==> config.mk <==
export PLATFORM = sky130hd
export DESIGN_NAME = mem_stage_ctrl_flat
export DESIGN_NICKNAME = d
export VERILOG_FILES = /design/src/rtl/mem_stage_ctrl_if.sv /design/src/rtl/mem_stage_ctrl.sv /design/src/flat_wrapper.sv
export SDC_FILE = /design/constraint.sdc
export NUM_CORES = 1
export LEC_CHECK = 0
export CAP_MARGIN = 30
export CORE_ASPECT_RATIO = 2
export CORE_MARGIN = 2
export CORE_UTILIZATION = 42
export CTS_CLUSTER_DIAMETER = 30
export DETAILED_ROUTE_END_ITERATION = 8
export PLACE_DENSITY_LB_ADDON = 0.15
export SLEW_MARGIN = 20
export SYNTH_ARGS = -nofsm -noshare
export SYNTH_HDL_FRONTEND = slang
export SYNTH_SLANG_ARGS = --single-unit
==> constraint.sdc <==
create_clock -name CLK -period 2.4 [get_ports CLK]
set_input_delay 0.24 -clock CLK [delete_from_list [all_inputs] [get_ports CLK]]
set_output_delay 0.24 -clock CLK [all_outputs]
set_load 0.05 [all_outputs]
==> src/rtl/mem_stage_ctrl_if.sv <==
// MEM-stage bundle: EX/MEM latch fields, datapath-cache port and MEM/WB latch outputs.
// master = mem_stage_ctrl, slave = surrounding pipeline/cache.
interface mem_stage_ctrl_if #(
    parameter int DW = 32
);
    logic          exm_valid;
    logic          exm_dREN;
    logic          exm_dWEN;
    logic [DW-1:0] exm_addr;
    logic [DW-1:0] exm_store;
    logic [1:0]    exm_MemToReg;
    logic          exm_RegWr;
    logic [4:0]    exm_wsel;
    logic          exm_halt;
    logic [DW-1:0] exm_lui;
    logic [DW-1:0] exm_pcp4;

    logic          dhit;
    logic [DW-1:0] dmemload;
    logic          dmemREN;
    logic          dmemWEN;
    logic [DW-1:0] dmemaddr;
    logic [DW-1:0] dmemstore;

    logic          wb_ready;
    logic          mem_stall;
    logic          mwb_valid;
    logic [DW-1:0] mwb_wdat;
    logic [4:0]    mwb_wsel;
    logic          mwb_RegWr;
    logic          mwb_halt;
    logic          mem_timeout;

    modport master (
        input  exm_valid, exm_dREN, exm_dWEN, exm_addr, exm_store, exm_MemToReg,
               exm_RegWr, exm_wsel, exm_halt, exm_lui, exm_pcp4,
               dhit, dmemload, wb_ready,
        output dmemREN, dmemWEN, dmemaddr, dmemstore, mem_stall,
               mwb_valid, mwb_wdat, mwb_wsel, mwb_RegWr, mwb_halt, mem_timeout
    );

    modport slave (
        output exm_valid, exm_dREN, exm_dWEN, exm_addr, exm_store, exm_MemToReg,
               exm_RegWr, exm_wsel, exm_halt, exm_lui, exm_pcp4,
               dhit, dmemload, wb_ready,
        input  dmemREN, dmemWEN, dmemaddr, dmemstore, mem_stall,
               mwb_valid, mwb_wdat, mwb_wsel, mwb_RegWr, mwb_halt, mem_timeout
    );
endinterface

==> src/rtl/mem_stage_ctrl.sv <==
// MEM stage controller: data-cache handshake, upstream stall, writeback select and MEM/WB latch.
// Optional request abort after TIMEOUT_CYCLES cycles without dhit when MEM_TIMEOUT_EN is defined.
module mem_stage_ctrl #(
    parameter int DW             = 32,
    parameter int TIMEOUT_CYCLES = 64
) (
    input logic              CLK,
    input logic              RST,
    mem_stage_ctrl_if.master bus
);

    typedef enum logic [1:0] {
        IDLE = 2'd0,
        REQ  = 2'd1,
        DONE = 2'd2,
        HALT = 2'd3
    } state_t;

    if (TIMEOUT_CYCLES < 1) begin : g_bad_timeout_cycles
        $error("mem_stage_ctrl: TIMEOUT_CYCLES must be at least 1");
    end

    state_t        state_q, state_d;
    logic          op_ren_q, op_ren_d;
    logic          op_wen_q, op_wen_d;
    logic [DW-1:0] addr_q, addr_d;
    logic [DW-1:0] store_q, store_d;
    logic [DW-1:0] ldata_q, ldata_d;

    logic          mwb_valid_q, mwb_valid_d;
    logic [DW-1:0] mwb_wdat_q, mwb_wdat_d;
    logic [4:0]    mwb_wsel_q, mwb_wsel_d;
    logic          mwb_regwr_q, mwb_regwr_d;
    logic          mwb_halt_q, mwb_halt_d;

`ifdef MEM_TIMEOUT_EN
    localparam int CW = $clog2(TIMEOUT_CYCLES + 1);
    logic [CW-1:0] cnt_q, cnt_d;
    logic          timeout_q, timeout_d;
`endif

    logic          mem_start;
    logic          wb_update;
    logic          halt_accept;
    logic [DW-1:0] wb_sel_data;

    logic          dmem_ren;
    logic          dmem_wen;
    logic [DW-1:0] dmem_addr;
    logic [DW-1:0] dmem_store;
    logic          mem_stall;

    assign mem_start   = (state_q == IDLE) & bus.exm_valid & (bus.exm_dREN | bus.exm_dWEN);
    // MEM/WB only advances while the stage owns a finished (or non-memory) instruction.
    assign wb_update   = bus.wb_ready & ~mem_stall & ((state_q == IDLE) | (state_q == DONE));
    assign halt_accept = wb_update & bus.exm_valid & bus.exm_halt;

    always_comb begin
        wb_sel_data = bus.exm_addr;
        case (bus.exm_MemToReg)
            2'd0:    wb_sel_data = bus.exm_addr;
            2'd1:    wb_sel_data = ldata_q;
            2'd2:    wb_sel_data = bus.exm_lui;
            default: wb_sel_data = bus.exm_pcp4;
        endcase
    end

    always_ff @(posedge CLK) begin
        if (RST) begin
            state_q     <= IDLE;
            op_ren_q    <= 1'b0;
            op_wen_q    <= 1'b0;
            addr_q      <= '0;
            store_q     <= '0;
            ldata_q     <= '0;
            mwb_valid_q <= 1'b0;
            mwb_wdat_q  <= '0;
            mwb_wsel_q  <= '0;
            mwb_regwr_q <= 1'b0;
            mwb_halt_q  <= 1'b0;
`ifdef MEM_TIMEOUT_EN
            cnt_q       <= '0;
            timeout_q   <= 1'b0;
`endif
        end else begin
            state_q     <= state_d;
            op_ren_q    <= op_ren_d;
            op_wen_q    <= op_wen_d;
            addr_q      <= addr_d;
            store_q     <= store_d;
            ldata_q     <= ldata_d;
            mwb_valid_q <= mwb_valid_d;
            mwb_wdat_q  <= mwb_wdat_d;
            mwb_wsel_q  <= mwb_wsel_d;
            mwb_regwr_q <= mwb_regwr_d;
            mwb_halt_q  <= mwb_halt_d;
`ifdef MEM_TIMEOUT_EN
            cnt_q       <= cnt_d;
            timeout_q   <= timeout_d;
`endif
        end
    end

    always_comb begin
        state_d  = state_q;
        op_ren_d = op_ren_q;
        op_wen_d = op_wen_q;
        addr_d   = addr_q;
        store_d  = store_q;
        ldata_d  = ldata_q;
`ifdef MEM_TIMEOUT_EN
        cnt_d     = cnt_q;
        timeout_d = timeout_q;
`endif

        case (state_q)
            IDLE: begin
                if (mem_start) begin
                    op_ren_d = bus.exm_dREN;
                    op_wen_d = bus.exm_dWEN;
                    addr_d   = bus.exm_addr;
                    store_d  = bus.exm_store;
                    state_d  = REQ;
`ifdef MEM_TIMEOUT_EN
                    cnt_d    = '0;
`endif
                end
            end
            REQ: begin
                if (bus.dhit) begin
                    ldata_d = bus.dmemload;
                    state_d = DONE;
                end
`ifdef MEM_TIMEOUT_EN
                else if (cnt_q == CW'(TIMEOUT_CYCLES - 1)) begin
                    // Abort leaves a recognisable poison value for the load path.
                    ldata_d   = DW'(32'hBAD1BAD1);
                    timeout_d = 1'b1;
                    cnt_d     = CW'(TIMEOUT_CYCLES);
                    state_d   = DONE;
                end else begin
                    cnt_d = cnt_q + CW'(1);
                end
`endif
            end
            DONE: begin
                if (bus.wb_ready) begin
                    state_d = IDLE;
                end
            end
            default: state_d = HALT;
        endcase

        if (halt_accept) begin
            state_d = HALT;
        end
    end

    always_comb begin
        mwb_valid_d = mwb_valid_q;
        mwb_wdat_d  = mwb_wdat_q;
        mwb_wsel_d  = mwb_wsel_q;
        mwb_regwr_d = mwb_regwr_q;
        mwb_halt_d  = mwb_halt_q;

        if (wb_update) begin
            mwb_valid_d = bus.exm_valid;
            mwb_wdat_d  = wb_sel_data;
            mwb_wsel_d  = bus.exm_wsel;
            mwb_regwr_d = bus.exm_valid & bus.exm_RegWr;
            mwb_halt_d  = mwb_halt_q | halt_accept;
        end
    end

    // A load+store encoding is issued as a store only.
    always_comb begin
        dmem_ren   = 1'b0;
        dmem_wen   = 1'b0;
        dmem_addr  = '0;
        dmem_store = '0;
        mem_stall  = 1'b0;

        case (state_q)
            IDLE: begin
                mem_stall = mem_start;
            end
            REQ: begin
                dmem_ren   = op_ren_q & ~op_wen_q;
                dmem_wen   = op_wen_q;
                dmem_addr  = addr_q;
                dmem_store = store_q;
                mem_stall  = 1'b1;
            end
            default: begin
                mem_stall = 1'b0;
            end
        endcase
    end

    assign bus.dmemREN   = dmem_ren;
    assign bus.dmemWEN   = dmem_wen;
    assign bus.dmemaddr  = dmem_addr;
    assign bus.dmemstore = dmem_store;
    assign bus.mem_stall = mem_stall;
    assign bus.mwb_valid = mwb_valid_q;
    assign bus.mwb_wdat  = mwb_wdat_q;
    assign bus.mwb_wsel  = mwb_wsel_q;
    assign bus.mwb_RegWr = mwb_regwr_q;
    assign bus.mwb_halt  = mwb_halt_q;

`ifdef MEM_TIMEOUT_EN
    assign bus.mem_timeout = timeout_q;
`else
    assign bus.mem_timeout = 1'b0;
`endif

endmodule
==> src/flat_wrapper.sv <==
// flat-port wrapper written by rule: the top's interface ports become plain ports
module mem_stage_ctrl_flat 
#(
    parameter int DW             = 32,
    parameter int TIMEOUT_CYCLES = 64
)
  (CLK, RST, bus_exm_valid, bus_exm_dREN, bus_exm_dWEN, bus_exm_addr, bus_exm_store, bus_exm_MemToReg, bus_exm_RegWr, bus_exm_wsel, bus_exm_halt, bus_exm_lui, bus_exm_pcp4, bus_dhit, bus_dmemload, bus_wb_ready, bus_dmemREN, bus_dmemWEN, bus_dmemaddr, bus_dmemstore, bus_mem_stall, bus_mwb_valid, bus_mwb_wdat, bus_mwb_wsel, bus_mwb_RegWr, bus_mwb_halt, bus_mem_timeout);
  mem_stage_ctrl_if #(.DW(DW)) bus_i ();
  input logic CLK;
  input logic RST;
  input wire logic [$bits(bus_i.exm_valid)-1:0] bus_exm_valid;
  input wire logic [$bits(bus_i.exm_dREN)-1:0] bus_exm_dREN;
  input wire logic [$bits(bus_i.exm_dWEN)-1:0] bus_exm_dWEN;
  input wire logic [$bits(bus_i.exm_addr)-1:0] bus_exm_addr;
  input wire logic [$bits(bus_i.exm_store)-1:0] bus_exm_store;
  input wire logic [$bits(bus_i.exm_MemToReg)-1:0] bus_exm_MemToReg;
  input wire logic [$bits(bus_i.exm_RegWr)-1:0] bus_exm_RegWr;
  input wire logic [$bits(bus_i.exm_wsel)-1:0] bus_exm_wsel;
  input wire logic [$bits(bus_i.exm_halt)-1:0] bus_exm_halt;
  input wire logic [$bits(bus_i.exm_lui)-1:0] bus_exm_lui;
  input wire logic [$bits(bus_i.exm_pcp4)-1:0] bus_exm_pcp4;
  input wire logic [$bits(bus_i.dhit)-1:0] bus_dhit;
  input wire logic [$bits(bus_i.dmemload)-1:0] bus_dmemload;
  input wire logic [$bits(bus_i.wb_ready)-1:0] bus_wb_ready;
  output wire logic [$bits(bus_i.dmemREN)-1:0] bus_dmemREN;
  output wire logic [$bits(bus_i.dmemWEN)-1:0] bus_dmemWEN;
  output wire logic [$bits(bus_i.dmemaddr)-1:0] bus_dmemaddr;
  output wire logic [$bits(bus_i.dmemstore)-1:0] bus_dmemstore;
  output wire logic [$bits(bus_i.mem_stall)-1:0] bus_mem_stall;
  output wire logic [$bits(bus_i.mwb_valid)-1:0] bus_mwb_valid;
  output wire logic [$bits(bus_i.mwb_wdat)-1:0] bus_mwb_wdat;
  output wire logic [$bits(bus_i.mwb_wsel)-1:0] bus_mwb_wsel;
  output wire logic [$bits(bus_i.mwb_RegWr)-1:0] bus_mwb_RegWr;
  output wire logic [$bits(bus_i.mwb_halt)-1:0] bus_mwb_halt;
  output wire logic [$bits(bus_i.mem_timeout)-1:0] bus_mem_timeout;
  assign bus_i.exm_valid = bus_exm_valid;
  assign bus_i.exm_dREN = bus_exm_dREN;
  assign bus_i.exm_dWEN = bus_exm_dWEN;
  assign bus_i.exm_addr = bus_exm_addr;
  assign bus_i.exm_store = bus_exm_store;
  assign bus_i.exm_MemToReg = bus_exm_MemToReg;
  assign bus_i.exm_RegWr = bus_exm_RegWr;
  assign bus_i.exm_wsel = bus_exm_wsel;
  assign bus_i.exm_halt = bus_exm_halt;
  assign bus_i.exm_lui = bus_exm_lui;
  assign bus_i.exm_pcp4 = bus_exm_pcp4;
  assign bus_i.dhit = bus_dhit;
  assign bus_i.dmemload = bus_dmemload;
  assign bus_i.wb_ready = bus_wb_ready;
  assign bus_dmemREN = bus_i.dmemREN;
  assign bus_dmemWEN = bus_i.dmemWEN;
  assign bus_dmemaddr = bus_i.dmemaddr;
  assign bus_dmemstore = bus_i.dmemstore;
  assign bus_mem_stall = bus_i.mem_stall;
  assign bus_mwb_valid = bus_i.mwb_valid;
  assign bus_mwb_wdat = bus_i.mwb_wdat;
  assign bus_mwb_wsel = bus_i.mwb_wsel;
  assign bus_mwb_RegWr = bus_i.mwb_RegWr;
  assign bus_mwb_halt = bus_i.mwb_halt;
  assign bus_mem_timeout = bus_i.mem_timeout;
  mem_stage_ctrl #(.DW(DW), .TIMEOUT_CYCLES(TIMEOUT_CYCLES)) u_core (.CLK(CLK), .RST(RST), .bus(bus_i));
endmodule
==> Word-level counts from Yosys, hierarchy flattened <==
Cells that the tools add are included.
Widths: inputs -> output; s select.
{ "classes": {"n_reduce_logical": 5, "muxes": 11, "n_eq_ne": 7, "bitwise": 13} }
{ "ops": {"columns": ["cell", "count"], "rows": [
  ["$pmux 32 s3", 1],
  ["$mux 32", 2],
  ["$and 1x1->1", 8],
  ["$mux 2", 4],
  ["$ne 3x2->1 const B", 2],
  ["$pmux 2 s3", 1],
  ["$eq 2x1->1 const B", 2],
  ["$eq 2x2->1 const B", 2],
  ["$logic_not 2->1", 2],
  ["$reduce_and 2->1", 2],
  ["$ne 3x1->1 const B", 1],
  ["$or 1x1->1", 3],
  ["$reduce_and 3->1", 1],
  ["$mux 1", 2],
  ["$not 1->1", 2],
  ["$pmux 1 s2", 1]
]} }
{ "word_totals": {"inputBits": 176, "wordCells": 47, "out_inout_bits": 108, "regBits": 140} }

==> Logic depth before layout (Yosys ltp) <==
Gate-level depths: netlist of run 1.
{ "depth": {"ltp_word": 11, "mapped_depth": 8, "depth_no_buf": 6} }

==> Least setup slack after synthesis of run 1 <==
No wires, ideal clock.
{ "synth_timing": {"path_kind": "register -> output", "start": "register u_core.state_q[1]", "end": "output bus_dmemstore[10]", "t_required_ns": 2.160, "stages_incl_launch_ff": 7, "arrival_time_ns": 1.564, "path_buffers": 3, "setup_slack_ns": 0.596, "cell_sequence": "dfxtp_1 inv_1 ha_1 buf_2 clkbuf_1 clkbuf_1 and2_1"} }
{ "synth_between": {"elab_chain_len": 2} }
{ "synth_lines": {"columns": ["element", "line_no", "text"], "rows": [
  ["from (decl)", "mem_stage_ctrl.sv:23", "state_t state_q, state_d;"],
  ["from (signal assigned)", "mem_stage_ctrl.sv:86", "state_q <= state_d;"],
  ["$eq 2x1->1", "mem_stage_ctrl.sv:183", "case (state_q)"],
  ["$mux 32", "mem_stage_ctrl.sv:183", null],
  ["to (decl)", "flat_wrapper.sv:28", "output wire logic [$bits(bus_i.dmemstore)-1:0] bus_dmemstore;"]
]} }
No other way between the ends.

==> Worst setup path after layout of run 1 <==
{ "layout_timing": {"start": "register u_core.state_q[1]", "end": "output bus_dmemREN"} }
{ "layout_between": {"elab_chain_len": 2} }
{ "layout_lines": {"columns": ["element", "line_no", "text"], "rows": [
  ["$eq 2x1->1", "mem_stage_ctrl.sv:183", null],
  ["$mux 1", "mem_stage_ctrl.sv:183", null],
  ["to (decl)", "flat_wrapper.sv:25", "output wire logic [$bits(bus_i.dmemREN)-1:0] bus_dmemREN;"]
]} }
No other way between the ends.

==> out/results.tsv, run 1 <==
metric	value	unit
ant_nets	0	
fin_nets	1173	
rows	62	
cp_slowest_stage_delay	0.49	ns
critPathSlowestCell	ha_2	
end_kind	primary output	
drtIter0Drc	222	
ys_warn_count	0	
finalHoldViolCount	0	
cts_root_buffer	clkbuf_16	
drc	0	
grt_max_degree	66	
whs_endpoint	u_core.addr_q[9]	
top_layer	met4	
cts-resized-gates	0	
final_util	70.9	%
powerDensity	871	mW/mm^2
m1WireLength	7.02	mm
hold_class	input pin to register	
drive_above_1_share	15.3	%
skew	0.00923	ns
path_cells	inv_1 -> ha_2 -> buf_12 -> and3b_1 -> buf_12	
cp-start-kind	register	
hold_depth	2	
gp_congestion	0.877	
first_pass_iters	4	
hold_path.startpoint	RST	
internal-power	5.65	mW
synthesis.area	0.00612	sq mm
slew_headroom	51.0	%
dpl_cell_area	0.00951	sq mm
regToRegStartpoint	u_core.state_q[0]	
cts_made_buffers	17	
antenna_cells	0	
grt_usage	25.9	%
critPathKind	register to primary output	
pwr-share-seq	32.5	%
tritoncts	yes	
period_needed	2.27	ns
ys_types	24	
hold_buffers	0	
path_clk_slew	0.06	ns
wl_per_cell	16.4	microns
crit_arrival	2.03	ns
die_area	0.0156	sq mm
drv_slew	0	
r2r_end	u_core.addr_q[15]	
antenna_found_initial	0	
r2r_slack	0.43	ns
start_util	42.9	%
path_max_fanout	53	
ios	284	
fp.dieH	175	microns
worst_pin_slew	0.735	ns
core	0.0143	sq mm
startpoint	u_core.state_q[1]	
synth.avg_cell_area	8.30	sq um
setup_viol	0	
peakVddDrop	583	uV
met3WireLength	1.24	mm
overflow	0	
cts.path.max_buffers	2	
worst_slack	0.128	ns
switching_share	35.9	%
fin_tns_setup	0	ns
yosysSeqAreaShare	45.8	%
comb_power_share	36.7	%
clk_latency	0.41	ns
via_per_inst	5.00	
synth_seq_cells	140	
grt_setup_unrepaired	false	
pre_cts_ws	0.307	ns
dp_hpwl	14.4	mm
max_cap_violations	0	
post_cts_buffers	0	
syn2layout_area_growth	65.3	%
grt_pass1_wl	30.6	mm
cp.required	2.16	ns
outcome	finished, final reports clean	
critPathMostFrequentCell	buf_12	
die_w	89.4	microns
wirelength	19.6	mm
grt_pass1_vias	6036	
syn_inst	737	
vias	5990	
max_freq	440	MHz
reg2regPathDepth	6	
design_area	0.0101	sq mm
wl_met2	10.5	mm
cts_sinks	140	
power.switching	3.17	mW
cts_max_level	4	
layout_commonest_cell	nand2_1	
final_cell_mix	nand2_1, clkdlybuf4s50_1, a21oi_1, dfxtp_1, and2_1	
syn_nets	917	
clock_power_share	30.8	%
fin_crit_sh	94.7	%
portBuffers	282	
p_leak	3.76	nW
[power by group through the flow]
stage	Sequential (mW)	Combinational, mW	Clock [mW]
global route	2.91	3.48	2.85
CTS	2.87	3.26	2.76
floorplan	3.30	1.54	0
detailed placement	2.92	3.25	0
finish	2.87	3.23	2.71
global placement	2.90	3.22	0
[through the flow]
| stage | power, mW | hold slack, ns | std cells |
|---|---|---|---|
| global route | 9.24 | 0.264 | 1198 |
| floorplan | 4.84 | 0.376 | 737 |
| global placement | 6.11 | 0.436 | 1166 |
| finish | 8.81 | 0.250 | 1198 |
| detailed placement | 6.17 | 0.442 | 1166 |
| CTS | 8.89 | 0.238 | 1198 |
[cells by family after synthesis]
kind of cell    synth area share [%]
buf+inv                         4.87
mux                             12.1
other cells                   0.0613
simple gates                    24.3
compound gates                  12.0
fa+ha+maj                      0.818
flops                           45.8
[worst max-delay path by stage]
stage	cells past startpoint	end
2_1_floorplan	6	bus_dmemstore[10]
3_3_place_gp	5	u_core.state_q[1]
3_5_place_dp	5	u_core.addr_q[29]
4_1_cts	5	bus_dmemREN
5_1_grt	5	bus_dmemREN
6_report	5	bus_dmemREN
[metal layers]
metal,vias to the layer above,global-route usage [%]
li1,2927,-
met1,2765,27.7
met2,248,45.4
met3,50,6.71
met4,0,12.6
met5,-,0
[area by class of cell]
type / instances / area [sq um]
Sequential cell: 140 / 2800
Fill cell: 1194 / 4160
Tap cell: 192 / 240
Clock inverter: 12 / 161
Timing Repair Buffer: 299 / 3420
Inverter: 5 / 18.8
Clock buffer: 20 / 447
Multi-Input combinational cell: 530 / 3030
[cells in the mapped netlist (all sizes together)]
master	n	share of area, %
ha	4	0.82
inv	5	0.31
o21ai	1	0.082
or3	1	0.10
dfxtp	140	46
nor3	1	0.16
nand3	4	0.33
mux2	2	0.37
conb	1	0.061
and2	66	6.7
a21oi	140	11
mux4	32	12
nand2b	1	0.10
and3b	1	0.14
nor2	1	0.061
nand2	272	17
a222oi	1	0.16
clkbuf	33	2.0
buf	29	2.5
o211a	1	0.16
o211ai	1	0.12
[flip-flops by register name (all words and copies together), names as in the netlist]
register	cells
u_core.ldata_q	32
u_core.addr_q	32
u_core.op_wen_q	1
u_core.bus.mwb_valid	1
u_core.bus.mwb_wdat	32
u_core.bus.mwb_halt	1
u_core.state_q	2
u_core.store_q	32
u_core.bus.mwb_RegWr	1
u_core.bus.mwb_wsel	5
u_core.op_ren_q	1
[critical path, delay by kind of cell (launching register included)]
family,cells,cell delay (ns)
flip-flops,1,0.33
AND/OR/NAND/NOR,1,0.27
adder cells (fa/ha/maj),1,0.49
buffers and inverters,3,0.53
Note: power is estimated with default switching activity, not from simulation.
==> inputs of run 2 (changes only) <==
--- a/config.mk
+++ b/config.mk
@@ -5,14 +5,13 @@
 export SDC_FILE = /design/constraint.sdc
 export NUM_CORES = 1
 export LEC_CHECK = 0
-export CAP_MARGIN = 30
 export CORE_ASPECT_RATIO = 2
 export CORE_MARGIN = 2
 export CORE_UTILIZATION = 42
 export CTS_CLUSTER_DIAMETER = 30
+export CTS_CLUSTER_SIZE = 28
 export DETAILED_ROUTE_END_ITERATION = 8
 export PLACE_DENSITY_LB_ADDON = 0.15
-export SLEW_MARGIN = 20
 export SYNTH_ARGS = -nofsm -noshare
 export SYNTH_HDL_FRONTEND = slang
 export SYNTH_SLANG_ARGS = --single-unit
==> results of run 2 <==
The final DEF is identical to that of run 1; final timing and power are the same.
==> inputs of run 3 (changes only) <==
--- a/config.mk
+++ b/config.mk
@@ -7,7 +7,7 @@
 export LEC_CHECK = 0
 export CORE_ASPECT_RATIO = 2
 export CORE_MARGIN = 2
-export CORE_UTILIZATION = 42
+export CORE_UTILIZATION = 45
 export CTS_CLUSTER_DIAMETER = 30
 export CTS_CLUSTER_SIZE = 28
 export DETAILED_ROUTE_END_ITERATION = 8
==> constraint.sdc (replaced) <==
create_clock -name CLK -period 2.91 [get_ports CLK]
set_input_delay 0.291 -clock CLK [delete_from_list [all_inputs] [get_ports CLK]]
set_output_delay 0.291 -clock CLK [all_outputs]
set_load 0.05 [all_outputs]
==> run 3 against run 2 <==
  * Register-to-register slack better by 0.20 ns
  * Final cell count down 3.4%
  * Non-clock buffer count down 4
  * Total power down 20%
  * Combinational power down 21%
  * Count of clock-buffer cells in the layout unchanged
  * Cell area down 4.9%
  * Critical path depth unchanged
  * Largest cell class is now multi-input combinational cells
  * Highest routed layer unchanged
==> out/results.tsv, run 3 (synthesis results as in run 1) <==
metric	value	unit	change
outcome	finished, final reports clean		
fp.dieH	169	microns	-3.3%
period_needed	2.68	ns	
clk_latency	0.41	ns	about the same
via_per_inst	5.10		+2.0%
final_util	72.0	%	+1.1 points
slew_headroom	52.8	%	+1.8 points
m1WireLength	6.83	mm	-2.6%
powerDensity	733	mW/mm^2	-16%
crit_arrival	2.39	ns	+0.36 ns
p_total	7.05	mW	-20%
syn2layout_area_growth	57.2	%	
layout_commonest_cell	clkdlybuf4s50_1		
tritoncts	yes		
max_cap_violations	0		unchanged
cp.required	2.62	ns	+0.46 ns
rows	60		-3.2%
ios	284		unchanged
whs	0.415	ns	+0.165 ns
path_cells	inv_1 -> ha_4 -> buf_12 -> and2_1 -> clkdlybuf4s50_1		
cts.path.max_buffers	2		unchanged
dp_cells	1125		-3.5%
regArea	0.00280	sq mm	unchanged
cts_made_buffers	17		unchanged
met3WireLength	1.11	mm	-11%
die_w	86.5	microns	-3.2%
cp-start-kind	register		
fin_tns_setup	0	ns	unchanged
wl_per_cell	16.8	microns	+2.6%
clock_power_share	30.3	%	-0.5 points
max_freq	372	MHz	
fin_nets	1169		-0.34%
grt_pass1_wl	30.8	mm	+0.52%
fin_crit_sh	92.3	%	
start_util	45.8	%	+2.9 points
cp_slowest_stage_delay	0.80	ns	+0.31 ns
grt_max_degree	65		-1.5%
end_kind	primary output		
p_leak	3.46	nW	-8.0%
cts_sinks	140		unchanged
drive_above_1_share	8.38	%	-6.9 points
final_cell_mix	clkdlybuf4s50_1, nand2_1, a21oi_1, dfxtp_1, and2_1		
hold_class	input pin to register		
overflow	0		unchanged
antenna_cells	0		unchanged
peakVddDrop	476	uV	-18%
final_cells	1157		-3.4%
grt_pass1_vias	6034		-0.033%
core	0.0134	sq mm	-6.4%
grt_setup_unrepaired	false		
grt_usage	27.3	%	+1.4 points
critPathBufInv	3		unchanged
power.switching	2.57	mW	-19%
crit_family	buffers and inverters		
drc	0		unchanged
portBuffers	282		unchanged
dp_hpwl	14.3	mm	-0.90%
cts_root_buffer	clkbuf_16		
antenna_found_initial	0		unchanged
wl_met2	11.0	mm	+4.9%
skew	0.0109	ns	+0.00162 ns
fillers	1074		-10%
multi_input_area	0.00304	sq mm	+0.33%
internal-power	4.48	mW	-21%
critPathSlowestCell	clkdlybuf4s50_1		
first_pass_iters	4		unchanged
pwr-share-seq	33.7	%	+1.2 points
vias	5900		-1.5%
worst_pin_slew	0.708	ns	-0.0273 ns
comb_power_share	36.0	%	-0.7 points
finalHoldViolCount	0		unchanged
path_clk_slew	0.06	ns	about the same
drtIter0Drc	196		-12%
die_area	0.0146	sq mm	-6.4%
gp_congestion	0.844		-3.7%
top_layer	met4		
critPathKind	register to primary output		
switching_share	36.5	%	+0.52 points
cts_max_level	4		unchanged
wirelength	19.4	mm	-0.90%
ant_nets	0		unchanged
setup_viol	0		unchanged
drv_slew	0		unchanged
path_max_fanout	43		-19%
[run 3: area by class of cell]
cell class,instances,area share (%)
multi-input cells,530,31.6
repair buffers,295,31.0
flip-flops and latches,140,29.1
clock buffers,20,4.64
well taps,155,2.02
clock inverters,12,1.44
inverters,5,0.195
[run 3: final timing paths]
path,start,to,slack [ns],cells after the start
max,u_core.state_q[1],bus_dmemaddr[20],0.23,5
min,RST,u_core.ldata_q[19],0.41,2
max reg2reg,u_core.state_q[0],u_core.bus.mwb_wdat[16],0.63,7
min reg2reg,u_core.store_q[31],u_core.store_q[31],0.45,2
[run 3: per-stage QoR]
stage	worst slack [ns]	cell area, sq um
after floorplan	1.05	6120
final	0.225	9620
after detailed placement	0.467	9020
after global routing	0.113	9620
after CTS	0.0280	9610
after global placement	0.503	9020
[run 3: timing repair]
| item | 4_1_cts | 5_1_grt |
|---|---|---|
| hold buffers | 0 | 0 |
| buffers inserted | 0 | 0 |
| endpoints found under the setup margin | 0 | 41 |
| resized for setup | 0 | 1 |
[run 3: power groups by stage]
stage | clock network, mW | registers, mW | logic, mW
final | 2.13 | 2.38 | 2.54
after global routing | 2.25 | 2.41 | 2.74
after CTS | 2.16 | 2.38 | 2.55
after detailed placement | 0 | 2.41 | 2.54
after global placement | 0 | 2.40 | 2.51
after floorplan | 0 | 2.72 | 1.27
[run 3: worst register-to-register path, stage by stage, from the launching register on]
cell     delay (ns)
dfxtp_1        0.42
inv_1          0.11
ha_1           0.27
o21ai_0        0.35
or3_1          0.56
buf_12         0.26
nand2_1        0.08
a21oi_1        0.15
[run 3: metal layers]
layer  up-vias  track usage [%]
met3        31             5.75
li1       2930                -
met5         -                0
met1      2714             27.8
met2       225             52.1
met4         0             10.7
